File: src/rtl/bcd_disp_scan.sv
// Four-digit multiplexed 7-segment driver: scans a frame-stable BCD snapshot.
// Define DISP_LZ_BLANK_EN to enable leading-zero blanking of digits 3..1.
module bcd_disp_scan #(
  parameter int SCAN_DIV = 50000,
  parameter int DP_DIGIT = 4
) (
  input  logic        clk,
  input  logic        rst,
  input  logic [15:0] bcd_in,
  output logic [3:0]  an,
  output logic [6:0]  seg,
  output logic        dp,
  output logic        frame_done
);

  localparam int              CW   = 20;
  localparam logic [CW-1:0]   LAST = CW'(SCAN_DIV - 1);

  logic [CW-1:0] r_presc;
  logic [1:0]    r_idx;
  logic [15:0]   r_snap;
  logic [3:0]    r_an;
  logic [6:0]    r_seg;
  logic          r_dp;
  logic          r_frame_done;

  logic          w_tick;
  logic          w_frame_end;
  logic [3:0]    w_nib;
  logic          w_blank;
  logic          w_dp_on;
  logic [3:0]    w_an;
  logic [6:0]    w_seg;

  // Active-low gfedcba pattern; anything outside 0..9 shows 'E'.
  function automatic logic [6:0] seg_decode(input logic [3:0] nib);
    logic [6:0] pat;
    case (nib)
      4'd0:    pat = 7'b1000000;
      4'd1:    pat = 7'b1111001;
      4'd2:    pat = 7'b0100100;
      4'd3:    pat = 7'b0110000;
      4'd4:    pat = 7'b0011001;
      4'd5:    pat = 7'b0010010;
      4'd6:    pat = 7'b0000010;
      4'd7:    pat = 7'b1111000;
      4'd8:    pat = 7'b0000000;
      4'd9:    pat = 7'b0010000;
      default: pat = 7'b0000110;
    endcase
    return pat;
  endfunction

  assign w_tick      = (r_presc == LAST);
  assign w_frame_end = w_tick && (r_idx == 2'd3);
  assign w_an        = 4'b1111 ^ (4'b0001 << r_idx);
  assign w_dp_on     = (int'(r_idx) == DP_DIGIT);

  // Select the nibble for the current slot and decide whether it is a leading zero.
  always_comb begin
    w_nib   = 4'd0;
    w_blank = 1'b0;
    case (r_idx)
      2'd0:    w_nib = r_snap[3:0];
      2'd1:    w_nib = r_snap[7:4];
      2'd2:    w_nib = r_snap[11:8];
      2'd3:    w_nib = r_snap[15:12];
      default: w_nib = 4'd0;
    endcase
`ifdef DISP_LZ_BLANK_EN
    case (r_idx)
      2'd1:    w_blank = (r_snap[15:4]  == 12'd0);
      2'd2:    w_blank = (r_snap[15:8]  == 8'd0);
      2'd3:    w_blank = (r_snap[15:12] == 4'd0);
      default: w_blank = 1'b0;
    endcase
`else
    w_blank = 1'b0;
`endif
    w_seg = w_blank ? 7'b1111111 : seg_decode(w_nib);
  end

  // Slot timing and the per-frame snapshot of the input value.
  always_ff @(posedge clk or negedge rst) begin
    if (!rst) begin
      r_presc      <= '0;
      r_idx        <= 2'd0;
      r_snap       <= 16'h0000;
      r_frame_done <= 1'b0;
    end else begin
      r_presc      <= w_tick ? {CW{1'b0}} : r_presc + {{(CW-1){1'b0}}, 1'b1};
      r_idx        <= w_tick ? r_idx + 2'd1 : r_idx;
      r_snap       <= w_frame_end ? bcd_in : r_snap;
      r_frame_done <= w_frame_end;
    end
  end

  // Registered display drive; the decimal point ignores blanking.
  always_ff @(posedge clk or negedge rst) begin
    if (!rst) begin
      r_an  <= 4'b1111;
      r_seg <= 7'b1111111;
      r_dp  <= 1'b1;
    end else begin
      r_an  <= w_an;
      r_seg <= w_seg;
      r_dp  <= w_dp_on ? 1'b0 : 1'b1;
    end
  end

  assign an         = r_an;
  assign seg        = r_seg;
  assign dp         = r_dp;
  assign frame_done = r_frame_done;

endmodule

File: config.mk
export PLATFORM = sky130hd
export DESIGN_NAME = bcd_disp_scan
export DESIGN_NICKNAME = d
export VERILOG_FILES = /design/src/rtl/bcd_disp_scan.sv
export SDC_FILE = /design/constraint.sdc
export NUM_CORES = 1
export LEC_CHECK = 0
export ABC_AREA = 0
export BUFFER_PORTS_ARGS = -buffer_cell sky130_fd_sc_hd__buf_2
export CELL_PAD_IN_SITES_DETAIL_PLACEMENT = 0
export CELL_PAD_IN_SITES_GLOBAL_PLACEMENT = 1
export CORE_ASPECT_RATIO = 1.4
export CORE_MARGIN = 2
export CORE_UTILIZATION = 44
export DETAILED_ROUTE_END_ITERATION = 6
export PLACE_DENSITY = 0.83
export SYNTH_ARGS = -nofsm -noshare
export SYNTH_HDL_FRONTEND = slang
export SYNTH_SLANG_ARGS = --single-unit
File: constraint.sdc
create_clock -name clk -period 2.7 [get_ports clk]
set_clock_uncertainty 0.05 [all_clocks]
set_input_delay 0.81 -clock clk [delete_from_list [all_inputs] [get_ports clk]]
set_output_delay 0.81 -clock clk [all_outputs]
set_load 0.01 [all_outputs]
==> impl_results.md <==
* Largest net degree at the start of global routing at 33
* WL final at just over 4000 um
* Post-Synth Adder-Cell Area at ~6%
* Synth top area cells: dfrtp_1 42%, dfstp_2 12%, ha_1 5.9%, mux2_4 5.8%, xor2_1 4.1%
* Starting density of the core at about 46%
* Worst vdd ir at around 260 uV
* Tot GR Track Use at 15.5%
* Crit path DAT at 2.33 ns
* Die Y at approximately 90 um
* Status: finished clean
* Clk buf depth at 2
* Critical path class: reg2reg
* CTS tree: built
* Ports at 31
* Vias in the first global route at 1488
* Crit. End Element: register
* Final GP Congestion at just under 0.8
* Sequential fraction of the synthesis area at between 50% and 60%
* Measured slew at the worst slew-check pin at 0.716 ns
* Leak at between 0.001 and 0.0015 uW
* Cell total after placement at roughly 290
* Final ANT Viol Nets at 0
* Data required time of the worst path at 2.88 ns
* Post-cts sizing count at 0
* Synth top area share at slightly above 40%
* GRT overflow at 0
* Total die area at between 5000 and 6000 sq um
* Area grow syn2layout at 13.2%
* Post-synth ARST share at 100%
* Number of synthesized flops with an enable pin at 0
* Number of synthesized register bits at 50
* Pwr dens at 450 nW/um^2
* Most used DFF post-synth: dfrtp_1
* Main combinational cell family by area after synthesis: simple AND/OR/NAND/NOR gates
* CTS Root Cell: clkbuf_8
* Syn_nets at ~220
* Antenna cells at 0
* Cts bufs inserted at 5
* Min Tclk post-route at 2.16 ns
* Max-cap violation count at 0
* Mapped Area at approximately 2300 sq um
* Setup TNS at 0 ns
* Cell Count, Final, Fillers Out at 293
* Worst slew margin at 52.3%
* Core area at approximately 5200 sq um
* Share of synthesized area spent on multiplexers at a little under an eighth
* Min-delay worst type: reg2reg
* 1st-pass router iterations at 4
* Antenna violations before repair at 0
* Ys Warns at 0
* Drc violations at 0
* Row cnt at 31
* Final Cycle Share at 79.9%
* Simple-gate share of the synthesized area at between 10 and 15%
* DR WL/cell at ~14 um
* Initial DRC count at 85
* DPL Wire Length at 3040 um
* Via count at ~1500
* Endpoints failing setup at 0
* Syn avg cell area at between 10 and 15 sq um
* Clock Latency Late Sink at 0.30 ns
* Hold buffer count at CTS at 0
* Xor and xnor area share after synthesis at approximately 6.3%
* Most numerous cell in the Yosys netlist: dfrtp_1
* Dominant cell type by area after synthesis: dfrtp_1
* Via/cell ratio at roughly 5.1
* Clock Pin Slew Worst Setup and Hold Paths at approximately 0.09 ns
* DIE WIDTH at about 66 um
* Fin. max-slew vios at 0
* Synth Instances at around 190
* Hold Fails Final Rpt at 0
* First-pass GRT wire length at just over 7000 um
* Synth top cells by count: 39 x dfrtp_1, 13 x inv_1
* Fmax at 463 MHz
* IO Port Bufs at 29
* H-tree depth at 2
* Synth Area in Compound Gates at around 5.4%
* Final-stage net count at 255
* Postcts setup bufs at 0
* Clock sinks at 50
* Fraction of layout cells with a size suffix above 1 at between 30% and 40%
* CP Max Fanout at 6
* RSZ-0062 raised after global routing: false
* Synth unique cells at 37
* Startpoint types: register
==> worst max-delay path, stage by stage, from the launching register on <==
cell and delay [ns]:
dfrtp_1 0.40, inv_1 0.15, ha_1 0.33, mux2i_1 0.37, inv_1 0.14, ha_1 0.21, or3_1 0.36, o21ai_0 0.08
==> stage by stage <==
stage               util, %  power (uW)  area (sq um)  hold WS, ns  setup WS (ns)
finish                 51.6        1200          2660        0.402          0.542
global route           51.6        1250          2660        0.446          0.382
CTS                    51.6        1220          2660        0.404          0.530
detailed placement     50.0         795          2580        0.392          0.546
global placement       50.0         794          2580        0.388          0.600
floorplan                 -         765          2350        0.374          0.643
==> cell type report <==
| class | instances | area, sq um |
|---|---|---|
| fill | 451 | 2500 |
| sequential | 50 | 1260 |
| multi-input combinational | 124 | 1000 |
| timing repair buffer | 32 | 180 |
| tap | 66 | 82.6 |
| clock buffer | 6 | 72.6 |
| inverter | 13 | 48.8 |
| clock inverter | 2 | 10.0 |
==> layout by cell type (no fill, tap or decap), drive strengths merged <==
cell    count
nor2b       1
a22o        1
buf        32
nor2        9
clkbuf      6
and4        3
a21oi       5
conb        1
and3        3
nor3        2
o21ai       5
dfstp      11
ha         11
xnor2       6
nand4       4
nor4b       1
a22oi       2
dfrtp      39
and2        2
nand2b      1
inv        13
a222oi      3
nor4        6
or4         1
nand3       9
or3         2
mux2       17
a31o        1
mux2i       4
xor2       11
a211oi      2
nand2      11
clkinv      2
==> registers in the layout, indices dropped and copies added (netlist names) <==
register    cells
seg             7
an              4
r_idx           2
r_presc        20
frame_done      1
r_snap         16
==> worst paths after layout <==
| path | startpoint | endpoint | slack (ns) | depth (start not counted) |
|---|---|---|---|---|
| setup / recovery | r_idx[0]$_DFFE_PN0N_ | seg[4]$_DFF_PN1_ | 0.54 | 7 |
| hold / removal | r_presc[0]$_DFF_PN0_ | r_presc[0]$_DFF_PN0_ | 0.40 | 1 |
| setup reg to reg | r_idx[0]$_DFFE_PN0N_ | seg[4]$_DFF_PN1_ | 0.54 | 7 |
| hold reg to reg | r_presc[0]$_DFF_PN0_ | r_presc[0]$_DFF_PN0_ | 0.40 | 1 |
| max in group asynchronous | rst | r_presc[6]$_DFF_PN0_ | 1.55 | 2 |
| min in group asynchronous | rst | frame_done$_DFF_PN0_ | 0.50 | 1 |
==> cells by family after synthesis <==
group,Yosys count
xor gates and xnor gates,17
buffers and inverters,18
muxes,21
DFF,50
and+or+nand+nor,55
adders and majority gates,11
AOI/OAI and AO/OA,19
other,1
==> where the power goes <==
part           switching, uW  internal (uW)  leakage [uW]
combinational           18.1           11.7      0.000588
sequential                 0            749      0.000645
clock                    239            180     0.0000450
total                    257            941       0.00128
==> layer usage <==
layer	wire length, um	GRT usage, %	vias up
met5	0	0	-
met4	72	5.73	0
met3	154	3.37	7
met2	2130	26.9	28
met1	1750	18.2	711
li1	-	-	737
(Power assumes the default switching activity.)
